--- src/rtl/video_bg_fetch_sequencer_if.sv ---
// VRAM read bus between the background fetch sequencer and video memory.
// Ports: addr[13:0]/read driven by the sequencer (master), data[7:0] returned by memory (slave).
interface video_bg_fetch_sequencer_if;
    logic [13:0] addr;
    logic        read;
    logic [7:0]  data;

    modport master (output addr, output read, input data);
    modport slave  (input addr, input read, output data);
endinterface

--- src/rtl/video_bg_fetch_sequencer.sv ---
// Background fetch sequencer: owns VRAM address v, issues NT/AT/PT-lo/PT-hi slots per 8 dots.
// Ports: I_clock, I_reset (async low), dot/line timing, PPUCTRL/MASK, t, v-write pulse,
//        vram bus (master), O_control strobes, O_at_shift, O_shr_tile, O_v.
module video_bg_fetch_sequencer #(
    parameter int LAST_LINE    = 261,
    parameter int PT_HI_OFFSET = 8
) (
    input  logic                          I_clock,
    input  logic                          I_reset,
    input  logic [8:0]                    I_dot,
    input  logic [8:0]                    I_line,
    input  logic [7:0]                    I_ppuctrl,
    input  logic [7:0]                    I_ppumask,
    input  logic [14:0]                   I_t,
    input  logic                          I_v_write,
    video_bg_fetch_sequencer_if.master    vram,
    output logic [15:0]                   O_control,
    output logic [1:0]                    O_at_shift,
    output logic                          O_shr_tile,
    output logic [14:0]                   O_v
);
    localparam logic [8:0] LL = 9'(LAST_LINE);
    localparam int CTRL_AT = 0;
    localparam int CTRL_LO = 1;
    localparam int CTRL_HI = 2;

    typedef enum logic [3:0] {
        S_IDLE, S_NT, S_NT_LAT, S_AT, S_AT_STB,
        S_LO, S_LO_STB, S_HI, S_HI_STB
    } state_t;

    state_t      state_q, state_d;
    logic [14:0] v_q, v_d;
    logic [7:0]  nt_q, nt_d;
    logic [13:0] addr_q, addr_d;
    logic [1:0]  at_q, at_d;
    logic        shr_q, shr_d;

    logic        ren;
    logic        in_win;
    logic        shr_win;
    logic [2:0]  phase;
    logic [13:0] pt_addr;
    logic        unused_bits;

    function automatic logic [14:0] inc_x(input logic [14:0] v);
        logic [14:0] r;
        r = v;
        if (v[4:0] == 5'd31) begin
            r[4:0] = 5'd0;
            r[10]  = ~v[10];
        end else begin
            r[4:0] = v[4:0] + 5'd1;
        end
        return r;
    endfunction

    function automatic logic [14:0] inc_y(input logic [14:0] v);
        logic [14:0] r;
        r = v;
        if (v[14:12] != 3'd7) begin
            r[14:12] = v[14:12] + 3'd1;
        end else begin
            r[14:12] = 3'd0;
            if (v[9:5] == 5'd29) begin
                r[9:5] = 5'd0;
                r[11]  = ~v[11];
            end else if (v[9:5] == 5'd31) begin
                // rows 30/31 hold attribute data: wrap without changing nametable
                r[9:5] = 5'd0;
            end else begin
                r[9:5] = v[9:5] + 5'd1;
            end
        end
        return r;
    endfunction

    assign ren     = (|I_ppumask[4:3]) && (I_line <= 9'd239 || I_line == LL);
    assign phase   = I_dot[2:0] - 3'd1;
    assign in_win  = (I_dot >= 9'd1 && I_dot <= 9'd256) ||
                     (I_dot >= 9'd321 && I_dot <= 9'd336);
    // dots 257/337 are phase 0 outside the window: they close the previous slot
    assign shr_win = (I_dot >= 9'd9 && I_dot <= 9'd257) ||
                     (I_dot >= 9'd329 && I_dot <= 9'd337);
    assign pt_addr = {1'b0, I_ppuctrl[4], nt_q, 1'b0, v_q[14:12]};
    assign unused_bits = ^{I_ppuctrl[7:5], I_ppuctrl[3:0],
                           I_ppumask[7:5], I_ppumask[2:0]};

    always_comb begin
        state_d = S_IDLE;
        if (ren && in_win) begin
            unique case (phase)
                3'd0: state_d = S_NT;
                3'd1: state_d = S_NT_LAT;
                3'd2: state_d = S_AT;
                3'd3: state_d = S_AT_STB;
                3'd4: state_d = S_LO;
                3'd5: state_d = S_LO_STB;
                3'd6: state_d = S_HI;
                3'd7: state_d = S_HI_STB;
            endcase
        end
    end

    always_ff @(posedge I_clock or negedge I_reset) begin
        if (!I_reset) begin
            state_q <= S_IDLE;
        end else begin
            state_q <= state_d;
        end
    end

    always_comb begin
        v_d    = v_q;
        nt_d   = nt_q;
        addr_d = addr_q;
        at_d   = at_q;
        shr_d  = 1'b0;
        case (state_d)
            S_NT:     addr_d = {2'b10, v_q[11:0]};
            S_NT_LAT: nt_d = vram.data;
            S_AT: begin
                addr_d = {2'b10, v_q[11:10], 4'b1111, v_q[9:7], v_q[4:2]};
                at_d   = {v_q[6], v_q[1]};
            end
            S_LO:     addr_d = pt_addr;
            S_HI:     addr_d = pt_addr + 14'(PT_HI_OFFSET);
            S_HI_STB: v_d = inc_x(v_q);
            default:  ;
        endcase
        if (ren) begin
            // dot 256 applies coarse-X first (above), then the Y step
            if (I_dot == 9'd256) begin
                v_d = inc_y(v_d);
            end
            if (I_dot == 9'd257) begin
                v_d[10]  = I_t[10];
                v_d[4:0] = I_t[4:0];
            end
            if (I_line == LL && I_dot >= 9'd280 && I_dot <= 9'd304) begin
                v_d[14:11] = I_t[14:11];
                v_d[9:5]   = I_t[9:5];
            end
            shr_d = (phase == 3'd0) && shr_win;
        end
        if (I_v_write) begin
            v_d = I_t;
        end
        if (!ren) begin
            addr_d = v_d[13:0];
        end
    end

    always_ff @(posedge I_clock or negedge I_reset) begin
        if (!I_reset) begin
            v_q    <= '0;
            nt_q   <= '0;
            addr_q <= '0;
            at_q   <= '0;
            shr_q  <= 1'b0;
        end else begin
            v_q    <= v_d;
            nt_q   <= nt_d;
            addr_q <= addr_d;
            at_q   <= at_d;
            shr_q  <= shr_d;
        end
    end

    always_comb begin
        O_control          = '0;
        O_control[CTRL_AT] = (state_q == S_AT_STB);
        O_control[CTRL_LO] = (state_q == S_LO_STB);
        O_control[CTRL_HI] = (state_q == S_HI_STB);
    end

    assign vram.addr  = addr_q;
    assign vram.read  = state_q inside {S_NT, S_AT, S_LO, S_HI};
    assign O_at_shift = at_q;
    assign O_shr_tile = shr_q;
    assign O_v        = v_q;
endmodule

--- src/flat_wrapper.sv ---
// flat-port wrapper written by rule: the top's interface ports become plain ports
module video_bg_fetch_sequencer_flat 
#(
    parameter int LAST_LINE    = 261,
    parameter int PT_HI_OFFSET = 8
)
  (I_clock, I_reset, I_dot, I_line, I_ppuctrl, I_ppumask, I_t, I_v_write, O_control, O_at_shift, O_shr_tile, O_v, vram_addr, vram_read, vram_data);
  video_bg_fetch_sequencer_if vram_i ();
  input  logic I_clock;
  input  logic I_reset;
  input  logic [8:0] I_dot;
  input  logic [8:0] I_line;
  input  logic [7:0] I_ppuctrl;
  input  logic [7:0] I_ppumask;
  input  logic [14:0] I_t;
  input  logic I_v_write;
  output logic [15:0] O_control;
  output logic [1:0] O_at_shift;
  output logic O_shr_tile;
  output logic [14:0] O_v;
  output wire logic [$bits(vram_i.addr)-1:0] vram_addr;
  output wire logic [$bits(vram_i.read)-1:0] vram_read;
  input wire logic [$bits(vram_i.data)-1:0] vram_data;
  assign vram_addr = vram_i.addr;
  assign vram_read = vram_i.read;
  assign vram_i.data = vram_data;
  video_bg_fetch_sequencer #(.LAST_LINE(LAST_LINE), .PT_HI_OFFSET(PT_HI_OFFSET)) u_core (.I_clock(I_clock), .I_reset(I_reset), .I_dot(I_dot), .I_line(I_line), .I_ppuctrl(I_ppuctrl), .I_ppumask(I_ppumask), .I_t(I_t), .I_v_write(I_v_write), .vram(vram_i), .O_control(O_control), .O_at_shift(O_at_shift), .O_shr_tile(O_shr_tile), .O_v(O_v));
endmodule
--- config.mk ---
export PLATFORM = sky130hd
export DESIGN_NAME = video_bg_fetch_sequencer_flat
export DESIGN_NICKNAME = d
export VERILOG_FILES = /design/src/rtl/video_bg_fetch_sequencer_if.sv /design/src/rtl/video_bg_fetch_sequencer.sv /design/src/flat_wrapper.sv
export SDC_FILE = /design/constraint.sdc
export NUM_CORES = 1
export LEC_CHECK = 0
export ABC_AREA = 0
export ABC_CLOCK_PERIOD_IN_PS = 2700
export BUFFER_PORTS_ARGS = -buffer_cell sky130_fd_sc_hd__buf_2
export CORE_MARGIN = 5
export CORE_UTILIZATION = 30
export CTS_CLUSTER_DIAMETER = 50
export CTS_CLUSTER_SIZE = 16
export DETAILED_ROUTE_END_ITERATION = 8
export PLACE_DENSITY_LB_ADDON = 0.05
export SYNTH_ARGS = -nofsm -noshare
export SYNTH_HDL_FRONTEND = slang
export SYNTH_SLANG_ARGS = --single-unit
--- constraint.sdc ---
create_clock -name I_clock -period 2.7 [get_ports I_clock]
set_input_delay 0 -clock I_clock [delete_from_list [all_inputs] [get_ports I_clock]]
set_output_delay 0 -clock I_clock [all_outputs]
set_load 0.02 [all_outputs]
# After elaboration in Yosys (flattened, before gate mapping)
# Memories as Yosys holds them, arrays and structs flattened.
# Cells that the tools add are included.
# word_totals
elab_cells	81
output_inout_bits	49
mem_count	1
romBits	32
inputBits	60
reg_bits	44
# classes
n_bitwise	2
n_addsub	5
reduce_logical	15
muxes	20
magnitude_cmp	11
n_eq_ne	21
# memory_table
name	depth	word_bits	read_ports	rd_ports_with_merged_regs	write_ports	line	text
(name not given)	8	4	1	0	0	video_bg_fetch_sequencer.sv:92	unique case (phase)
# ops
cell	n
$pmux 14 s4	1
$le 9x9->1 const B	5
$mux 15	3
$mux 5	6
$eq 9x9->1 const B	3
$ge 9x9->1 const B	3
$eq 4x3->1 const B	6
$eq 5x5->1 const B	3
$add 13x4->14 const B	1
$mux 14	1
$eq 4x2->1 const B	3
$mux 11	1
$add 5x1->5 const B	2
$ge 9x1->1 const B	1
$ge 9x4->1 const B	1
$le 9x8->1 const B	1
$logic_and 1x1->1	9
$eq 4x1->1 const B	2
$eq 4x4->1 const B	2
$mux 4	2
$mux 1	5
$ne 5x5->1 const B	1
$reduce_bool 4->1	1
$add 3x1->3 const B	1
7 further kinds	10

# Logic depth before layout (Yosys ltp)
# Gate-level depths: netlist of the first run.
# logic_depth
word_depth	16
ltp_mapped	10
ltp_nobuf	9

# Least setup slack after synthesis of the first run
# No wires, ideal clock.
# synth_timing
path_type	input to register
from	in I_dot[0]
to	reg u_core.addr_q[1] (netlist: u_core.vram.addr[1])
slack_ns	0.384
required_time_ns	2.574
n_path_buf	0
path_stages	9
arrival_ns	2.190
path_cell_list	inv_1 -> ha_1 -> ha_1 -> nor2_1 -> a21o_1 -> nor4b_2 -> nand3_1 -> a221o_1 -> a221o_1
# synth_between
elab_chain_cells	12
word_cells_on_any_way	25
cone_classes	add/sub: 1; order compare: 4; eq/ne: 7; mux: 8; reduce/logical: 4; memory: 1
# synth_rtl
element	line	text
start: declaration	flat_wrapper.sv:11	input logic [8:0] I_dot;
parallel branches: the longest is 12 deep, another holds $mem_v2 8x4	--	
end signal: assignment	video_bg_fetch_sequencer.sv:164	addr_q <= addr_d;
end: declaration	video_bg_fetch_sequencer.sv:35	logic [13:0] addr_q, addr_d;
# Several ways; the timed one is not identified.
# A chain may end at the register's enable or synchronous reset.

# Worst setup path after layout of the first run
# Ends and elaborated chain as after synthesis.

==> impl_results.md, run 1 <==
- Startpoint types: primary input
- Outcome: complete, no violations
- Synth warn: 0
- Row count: 36
- Worst setup EP type: flip-flop
- Internal: 1.19 mW
- Final instance area: 0.00388 mm²
- Initial antenna violation count: 0
- Lkg Pwr: 1.85 nW
- CP Max Fanout: 9
- Number of clock sinks: 44
- Resize count post-CTS: 0
- F_max: 0.460 GHz
- Antenna-violating nets left: 0
- Critical path's top delay family: compound AO/OA/AOI/OAI gates
- Root Buffer: clkbuf_8
- Residual DRC: 0
- Fill count: 1039
- Proportion of layout cells with a drive suffix above 1: 26.7%
- Peak VDD IR: 0.207 mV
- Pins Over Slew Limit: 0
- Ports: 109
- Area grow syn2layout: 30.1%
- Setup TNS: 0 ns
- Vias in the first global route: 2860
- CP peak stage delay: 0.42 ns
- Hold Vio Cnt, Final: 0
- FF/Latch Area: 0.00110 mm²
- Depth of the CTS H-tree: 2
- Fraction of power consumed by combinational cells: 31.6%
- Slew @ Worst Pin: 0.847 ns
- Mapped Cells: 322
- Seq/Total Area, Yosys: 36.9%
- Clock power frac: 22.6%
- Final setup violating endpoints: 0
- Global-route wire length before repair: 14800 µm
- DR vias: 2860
- CTS clk-pin slew, worst paths: 0.09 ns
- Synth cell types: 67
- CTS Buf Count: 5
- Multi-input gate area in the final layout: 0.00169 mm²
- Asr flop ratio synth: 100%
- Largest net degree at the start of global routing: 30
- Setup Skew: 0.00850 ns
- Synth Register Bits: 44
- Post-DP HPWL: 7120 µm
- Worst path required time: 2.88 ns
- Final min period: 2.18 ns
- Initial core utilization: 30.7%
- Max Cap Viol: 0
- Synthesized area: 0.00299 mm²
- WS Path Type: primary input to flip-flop
- Power Density: 478 mW/mm²
- Worst skew pair latency: 0.30 ns
- Switch Pwr: 0.665 mW
- Maximum root-to-sink buffer count: 2
- Post-synth EDFFs: 0
- Most common cell after layout, fill and taps aside: buf_2
- Die H: 110 µm
- Post-Syn Area per Cell: 9.27 µm²
- CTS tree: built
- DR iter-0 viols: 87
- GRT Util Overall: 16.0%
- # diodes: 0
- Slew headroom: 43.4%
- Final estimated routing congestion in global placement: 0.800
- DR pass1 iterations: 4
- Unrepaired setup endpoints after global routing: no
- Period utilization: 80.6%
- Placed cell area: 0.00357 mm²
- Final hold slack: 0.0169 ns
- Routed WL: 9470 µm
- Port Buf Inserts: 82
- Sequential Power Share: 45.8%
- Top FF cell, synth: dfrtp_1
- GRT overflow: 0
- Critical path's slowest cell: a221o_1
- WL/cell: 16.7 µm
- Arr. time, crit path: 2.36 ns
- FF-to-FF setup slack: 0.57 ns
- Fin nets: 505
- Mean number of vias per cell: 5.04
- Sw Ratio: 35.8%
- Die ar.: 0.0120 mm²
- Most frequent cells in the layout: buf_2, dfrtp_1, nor2_1
- Tot Pwr: 1.86 mW
- Core Region: 0.00973 mm²
- WP buf/inv: 2
- Hold/Removal Path Class: primary input to flip-flop
- Die width: 110 µm
- Critical-path cell list: buf_2 > inv_1 > ha_1 > ha_1 > nor2_1 > a21o_1 > nor4b_2 > nand3_1 > a221o_1 > a221o_1
[final timing paths]
path                           startpoint             endpoint  depth (start not counted)
max in group asynchronous         I_reset       u_core.O_v[10]                          3
setup reg to reg           u_core.O_v[12]       u_core.O_v[11]                          7
hold / removal                     I_t[3]        u_core.O_v[3]                          2
hold reg to reg            u_core.nt_q[3]       u_core.nt_q[3]                          1
min in group asynchronous         I_reset    u_core.O_shr_tile                          2
setup / recovery                 I_dot[0]  u_core.vram.addr[1]                         10
[metrics by stage]
step,instances,worst slack [ns],util (%)
5_1_grt,567,0.345,39.9
2_1_floorplan,334,0.384,-
3_5_place_dp,536,0.200,36.7
6_report,567,0.524,39.9
4_1_cts,567,0.529,39.9
3_3_place_gp,536,0.253,36.7
[what timing repair did]
item | CTS | global route
endpoints found under the hold margin | 50 | 0
hold buffers | 23 | 0
buffers inserted | 0 | 0
[registers in the layout, summed over array words and instances (netlist names)]
| register | count |
|---|---|
| u_core.state_q | 4 |
| u_core.O_shr_tile | 1 |
| u_core.O_at_shift | 2 |
| u_core.O_v | 15 |
| u_core.vram.addr | 14 |
| u_core.nt_q | 8 |
[worst reg2reg max path: stages (launching register included)]
cell and delay [ns]:
dfrtp_1 0.46, ha_1 0.18, ha_1 0.18, nand4_1 0.30, nor2_1 0.22, or4b_1 0.44, o311a_1 0.13, o22ai_1 0.14
[per-layer routing]
metal	share of wire [%]	GRT usage (%)
met5	0	0
met4	1.8	4.90
met2	49	27.1
met3	4.3	2.47
met1	44	20.8
[cell families (layout without fill, tap and decap cells)]
family	count (synthesis)	after routing	share of synthesized area, %
XOR/XNOR	2	2	0.587
multiplexers	23	23	8.17
buffers and inverters	48	148	8.05
flip-flops	44	44	36.9
adder cells (fa/ha/maj)	12	12	5.03
AO/OA/AOI/OAI	92	92	22.2
other	1	13	0.126
AND/OR/NAND/NOR	100	100	19.0
[synth_stat cells (6+ instances only)]
cell       number  share of area (%)
a211oi_1        6                1.5
a21oi_1        16                2.7
a221o_1         6                2.0
a2bb2oi_1       7                2.1
buf_4          13                3.3
clkbuf_1       13                1.6
dfrtp_1        44                 37
ha_1           12                5.0
inv_1          17                2.1
mux2_1         10                3.8
mux2i_1        12                4.0
nand2_1        20                2.5
nand3_1        11                1.8
nor2_1         26                3.3
nor3_1          6                1.0
o21ai_0        18                3.0
[power groups by stage]
stage / Combinational [mW] / Sequential (mW) / Clock, mW
after global placement: 0.565 / 0.866 / 0
final: 0.586 / 0.850 / 0.420
after CTS: 0.595 / 0.853 / 0.441
after detailed placement: 0.569 / 0.866 / 0
after global routing: 0.656 / 0.867 / 0.469
after floorplan: 0.300 / 0.914 / 0
[layout make-up]
class	instances	area share [%]
Multi-Input combinational cell	242	43.5
Sequential cell	44	28.4
Timing Repair Buffer	123	20.0
Tap cell	133	4.28
Clock buffer	5	1.77
Inverter	17	1.64
Clock inverter	3	0.483
(Power assumes the default switching activity.)
==> inputs of run 2 (changes only) <==
Settings changed: ABC_CLOCK_PERIOD_IN_PS 2700 to 2000.
Clock period 2.7 ns to 2 ns, I/O delays scaled along.
==> run 2 against run 1 <==
Effect of this change:
- global-route usage increased by 1.2 points
- worst hold slack got worse by 0.0067 ns
- first-iteration DRC count fell by 6.9%
- cell area grew 8.8%
- sequential share of layout area fell by 2.3 points
- combinational power grew 53%
- critical path type is now flip-flop to flip-flop
==> impl_results.md, run 2 (synthesis gave the netlist of run 1 again) <==
- Routed WL: 9990 µm (was 9470 µm)
- CTS clk-pin slew, worst paths: 0.09 ns (about the same)
- F_max: 0.518 GHz
- Vias in the first global route: 3079 (was 2860)
- Placed cell area: 0.00388 mm² (was 0.00357 mm²)
- FF-to-FF setup slack: 0.07 ns (was 0.57 ns)
- Initial core utilization: 30.7% (unchanged)
- Period utilization: 96.6%
- Area grow syn2layout: 41.5% (was 30.1%)
- Maximum root-to-sink buffer count: 2 (unchanged)
- CTS Buf Count: 5 (unchanged)
- Fin cells: 598 (was 567)
- Final min period: 1.93 ns
- Setup Skew: 0.00692 ns (was 0.00850 ns)
- Tot Pwr: 2.75 mW (was 1.86 mW)
- Max Cap Viol: 0 (unchanged)
- Outcome: complete, no violations (unchanged)
- Unrepaired setup endpoints after global routing: no (unchanged)
- Hold Vio Cnt, Final: 0 (unchanged)
- WL/cell: 16.7 µm (about the same)
- Reg2Reg Depth: 6 (was 7)
- Slew @ Worst Pin: 0.510 ns (was 0.847 ns)
- Lkg Pwr: 2.02 nW (was 1.85 nW)
- Final core occ: 43.4% (was 39.9%)
- Die ar.: 0.0120 mm² (unchanged)
- Worst setup EP type: flip-flop (unchanged)
- Depth of the CTS H-tree: 2 (unchanged)
- WP buf/inv: 0 (was 2)
- Row count: 36 (unchanged)
- Global-route wire length before repair: 15900 µm (was 14800 µm)
- Critical path's top delay family: compound AO/OA/AOI/OAI gates (unchanged)
- WS Path Type: flip-flop to flip-flop (was primary input to flip-flop)
- Worst path required time: 2.19 ns (was 2.88 ns)
- GRT Util Overall: 17.2% (was 16.0%)
- Proportion of layout cells with a drive suffix above 1: 33.1% (was 26.7%)
- Power Density: 650 mW/mm² (was 478 mW/mm²)
- Worst setup path end: u_core.vram.addr[1] (unchanged)
- Placement Setup Slack: -0.256 ns (was 0.200 ns)
- Mean number of vias per cell: 4.99 (was 5.04)
- Post-DP HPWL: 7620 µm (was 7120 µm)
- RR Startpoint: u_core.O_v[0] (was u_core.O_v[12])
- Initial antenna violation count: 0 (unchanged)
- Worst skew pair latency: 0.30 ns (about the same)
- CP most frequent cell: a221o_1
- Most common cell after layout, fill and taps aside: buf_2 (unchanged)
- Crit. path cell count: 6 (was 10)
- Slew headroom: 66.0% (was 43.4%)
- GRT overflow: 0 (unchanged)
- DR vias: 2982 (was 2860)
- Most frequent cells in the layout: buf_2, buf_4, dfrtp_1 (was buf_2, dfrtp_1, nor2_1)
- Ports: 109 (unchanged)
- Post-CTS setup buffer count: 0 (unchanged)
- Residual DRC: 0 (unchanged)
- Critical path's slowest cell: dfrtp_1 (was a221o_1)
- Arr. time, crit path: 2.13 ns (was 2.36 ns)
- Final instance area: 0.00423 mm² (was 0.00388 mm²)
- Worst setup startpoint: u_core.O_v[0] (was I_dot[0])
- Final hold slack: 0.0102 ns (was 0.0169 ns)
- DR pass1 iterations: 4 (unchanged)
- Startpoint types: flip-flop (was primary input)
- Hold/Removal Path Class: primary input to flip-flop (unchanged)
- Core Region: 0.00973 mm² (unchanged)
- Placed cell count: 568 (was 536)
- Fin nets: 536 (was 505)
- Setup TNS: 0 ns (unchanged)
- Peak VDD IR: 0.357 mV (was 0.207 mV)
- Setup WS post-layout: 0.0690 ns (was 0.524 ns)
- Port Buf Inserts: 82 (unchanged)
- Die H: 110 µm (unchanged)
- # diodes: 0 (unchanged)
- Number of clock sinks: 44 (unchanged)
- CTS tree: built (unchanged)
- Root Buffer: clkbuf_8 (unchanged)
- Die width: 110 µm (unchanged)
- Final estimated routing congestion in global placement: 0.812 (was 0.800)
- Number of flip-flops in the largest register: 15 (unchanged)
- Antenna-violating nets left: 0 (unchanged)
- DR iter-0 viols: 81 (was 87)
- CP peak stage delay: 0.37 ns (was 0.42 ns)
- Critical-path cell list: ha_1 > and3_1 > ha_2 > and4b_1 > a221o_1 > a221o_1 (was buf_2 > inv_1 > ha_1 > ha_1 > nor2_1 > a21o_1 > nor4b_2 > nand3_1 > a221o_1 > a221o_1)
- Largest net degree at the start of global routing: 27 (was 30)
- CP Max Fanout: 7 (was 9)
- R2R Path End: u_core.vram.addr[1] (was u_core.O_v[11])
- Pins Over Slew Limit: 0 (unchanged)
- Final setup violating endpoints: 0 (unchanged)
-- run 2: changes by cell type in the layout (fill, tap and decap cells not counted), sizes merged --
cell         previous run  this run
dlygate4sd3            23        22
bufinv                  0         1
inv                    17        18
clkinvlp                0         1
clkinv                  3         0
buf                   100       132
-- run 2: area by class of cell --
| class | count | area, µm² |
|---|---|---|
| Clock inverter | 3 | 46.3 |
| Fill cell | 1009 | 5500 |
| Tap cell | 133 | 166 |
| Sequential cell | 44 | 1100 |
| Multi-Input combinational cell | 242 | 1740 |
| Timing Repair Buffer | 154 | 1040 |
| Clock buffer | 5 | 68.8 |
| Inverter | 17 | 63.8 |
-- run 2: worst min-delay path by stage --
stage	from	end	slack, ns	depth (start not counted)
2_1_floorplan	I_reset	u_core.O_at_shift[0]	-0.30	0
3_3_place_gp	I_reset	u_core.O_shr_tile	0.002	1
3_5_place_dp	I_reset	u_core.state_q[0]	-0.0004	1
4_1_cts	I_t[7]	u_core.O_v[7]	0.003	3
5_1_grt	I_t[8]	u_core.O_v[8]	0.01	3
6_report	I_t[8]	u_core.O_v[8]	0.01	3
-- run 2: worst register-to-register path, cell delays in order, from the launching register on --
cell and delay, ns:
dfrtp_1 0.37, ha_1 0.19, and3_1 0.20, ha_2 0.25, and4b_1 0.21, a221o_1 0.31
a221o_1 0.29
-- run 2: what timing repair did --
action                                  in CTS  in global routing
hold endpoints to repair                    39                  0
endpoints found under the setup margin       0                 11
resized for setup                            0                  2
hold buffers                                22                  0
-- run 2: power breakdown --
part / switching [mW] / leakage, nW / internal (mW)
clock network: 0.346 / 0.0548 / 0.377
logic: 0.505 / 1.43 / 0.394
registers: 0.0971 / 0.534 / 1.03
-- run 2: per-layer routing --
metal	global-route usage (%)	vias to the layer above	share of wire [%]
met1	23.2	1414	46
met2	28.6	85	48
met4	4.45	0	1.4
met3	2.58	13	5.1
li1	-	1470	-
met5	0	-	0
==> inputs of run 3 (changes only) <==
Settings changed: BUFFER_PORTS_ARGS -buffer_cell sky130_fd_sc_hd__buf_2 to not set, DONT_BUFFER_PORTS set to 1.
==> run 3 against run 2 <==
Effect of this change:
- first-iteration DRC count rose by 73%
- via count fell by 7.9%
- maximum frequency rose by 0.93%
- setup slack improved by 0.018 ns
- sequential share of layout area rose by 2.1 points
- clock skew rose by 0.0045 ns
- global-route usage rose by 0.14 points
- total power fell by 2.7%
- core utilization fell by 3.3 points
- largest power group unchanged
- highest routed layer unchanged
==> impl_results.md, run 3 (synthesis gave the netlist of run 1 again) <==
- Placed cell area: 0.00345 mm² (was 0.00388 mm²)
- Startpoint types: flip-flop (unchanged)
- Mean number of vias per cell: 5.25 (was 4.99)
- Post-DP HPWL: 7480 µm (was 7620 µm)
- Arr. time, crit path: 2.10 ns (was 2.13 ns)
- # diodes: 0 (unchanged)
- Fill count: 1024 (was 1009)
- Number of flip-flops in the largest register: 15 (unchanged)
- R2R Path End: u_core.vram.addr[1] (unchanged)
- Placed cell count: 485 (was 568)
- DR iter-0 viols: 140 (was 81)
- Routed WL: 10200 µm (was 9990 µm)
- Max Cap Viol: 0 (unchanged)
- Critical path's top delay family: compound AO/OA/AOI/OAI gates (unchanged)
- Worst setup EP type: flip-flop (unchanged)
- Maximum root-to-sink buffer count: 2 (unchanged)
- CTS Buf Count: 5 (unchanged)
- Port Buf Inserts: 0 (was 82)
- Fin nets: 461 (was 536)
- RR Startpoint: u_core.O_v[0] (unchanged)
- Final setup violating endpoints: 0 (unchanged)
- Initial antenna violation count: 0 (unchanged)
- GRT Util Overall: 17.3% (was 17.2%)
- Area grow syn2layout: 30.8% (was 41.5%)
- Slew headroom: 31.2% (was 66.0%)
- Power Density: 685 mW/mm² (was 650 mW/mm²)
- WL/cell: 19.5 µm (was 16.7 µm)
- Antenna-violating nets left: 0 (unchanged)
- Proportion of layout cells with a drive suffix above 1: 18.2% (was 33.1%)
- Initial core utilization: 30.7% (unchanged)
- Largest net degree at the start of global routing: 45 (was 27)
- FF-to-FF setup slack: 0.09 ns (was 0.07 ns)
- Vias in the first global route: 2874 (was 3079)
- Tot Pwr: 2.67 mW (was 2.75 mW)
- Depth of the CTS H-tree: 2 (unchanged)
- Residual DRC: 0 (unchanged)
- Die width: 110 µm (unchanged)
- Peak VDD IR: 0.395 mV (was 0.357 mV)
- Setup WS post-layout: 0.0868 ns (was 0.0690 ns)
- Worst Min Path Start: I_v_write (was I_t[8])
- GRT overflow: 0 (unchanged)
- Final instance area: 0.00390 mm² (was 0.00423 mm²)
- Worst path required time: 2.19 ns (about the same)
- CP peak stage delay: 0.38 ns (was 0.37 ns)
- Root Buffer: clkbuf_8 (unchanged)
- Post-CTS setup buffer count: 0 (unchanged)
- Number of clock sinks: 44 (unchanged)
- WS Path Type: flip-flop to flip-flop (unchanged)
- Most common cell after layout, fill and taps aside: buf_4 (was buf_2)
- Worst skew pair latency: 0.30 ns (about the same)
- Global-route wire length before repair: 15900 µm (about the same)
- CTS tree: built (unchanged)
- Final hold slack: 0.0117 ns (was 0.0102 ns)
- Slew @ Worst Pin: 1.03 ns (was 0.510 ns)
- Pins Over Slew Limit: 0 (unchanged)
- F_max: 0.523 GHz (was 0.518 GHz)
- DR pass1 iterations: 4 (unchanged)
- Hold Vio Cnt, Final: 0 (unchanged)
- Row count: 36 (unchanged)
- Core Region: 0.00973 mm² (unchanged)
- DR vias: 2746 (was 2982)
- Ports: 109 (unchanged)
- CTS clk-pin slew, worst paths: 0.09 ns (about the same)
- Die H: 110 µm (unchanged)
- Reg2Reg Depth: 6 (unchanged)
- Critical-path cell list: ha_1 > and3_1 > ha_4 > and4b_1 > a221o_1 > a221o_1 (was ha_1 > and3_1 > ha_2 > and4b_1 > a221o_1 > a221o_1)
- Hold/Removal Path Class: primary input to flip-flop (unchanged)
- Lkg Pwr: 1.72 nW (was 2.02 nW)
- Outcome: complete, no violations (unchanged)
- Hold Path Depth: 3 (unchanged)
- Fin cells: 523 (was 598)
- Critical path's slowest cell: dfrtp_1 (unchanged)
- Final min period: 1.91 ns (was 1.93 ns)
- WP buf/inv: 0 (unchanged)
- Final estimated routing congestion in global placement: 0.781 (was 0.812)
- CP Max Fanout: 7 (unchanged)
- CP most frequent cell: a221o_1 (unchanged)
- Setup Skew: 0.0114 ns (was 0.00692 ns)
- Hold path endpoint: u_core.vram.addr[2] (was u_core.O_v[8])
- Most frequent cells in the layout: buf_4, dfrtp_1, dlygate4sd3_1 (was buf_2, buf_4, dfrtp_1)
- Unrepaired setup endpoints after global routing: no (unchanged)
- Placement Setup Slack: -0.108 ns (was -0.256 ns)
- Period utilization: 95.7% (was 96.6%)
- Die ar.: 0.0120 mm² (unchanged)
run 3: how the worst max path moves through the flow:
stage / start / to / slack [ns] / depth (start not counted)
final: u_core.O_v[0] / u_core.vram.addr[1] / 0.09 / 6
after global placement: I_dot[3] / u_core.nt_q[7] / -0.10 / 8
after global routing: u_core.O_v[13] / u_core.O_v[11] / 0.003 / 7
after floorplan: I_dot[1] / u_core.vram.addr[1] / -0.11 / 9
after CTS: u_core.O_v[0] / u_core.vram.addr[1] / 0.02 / 6
after detailed placement: I_dot[3] / u_core.nt_q[4] / -0.11 / 8
run 3: worst min-delay path: cells and delay by family:
| kind | cells | cell delay, ns |
|---|---|---|
| AO/OA/AOI/OAI | 2 | 0.24 |
| AND/OR/NAND/NOR | 1 | 0.04 |
run 3: area by class of cell:
cell class	instances	area, µm²	share of cell area, %
Multi-Input combinational cell	242	1740	44.6
Timing Repair Buffer	79	711	18.2
Clock inverter	2	38.8	0.994
Sequential cell	44	1100	28.2
Inverter	17	63.8	1.63
Clock buffer	6	82.6	2.12
Tap cell	133	166	4.26
run 3: metal layers:
layer  track usage (%)  wire (µm)  share of wire, %
met4              3.29         74              0.72
met1              22.3       4500                44
met5                 0          0                 0
met2              29.1       5010                49
met3              4.82        630               6.2
run 3: metrics by stage:
step | util [%] | setup TNS (ns)
after detailed placement | 35.5 | -0.933
after global placement | 35.5 | -0.941
after floorplan | - | -0.149
after CTS | 40.0 | 0
final | 40.1 | 0
after global routing | 40.1 | 0
run 3: report_power, final:
| part | switching (mW) | internal (mW) |
|---|---|---|
| logic | 0.387 | 0.327 |
| clock network | 0.350 | 0.410 |
| registers | 0.173 | 1.03 |
| total | 0.910 | 1.77 |
run 3: what timing repair did:
item	in CTS	in global routing
endpoints found under the setup margin	0	4
resized for setup	0	2
hold buffers	30	0
hold endpoints to repair	78	0
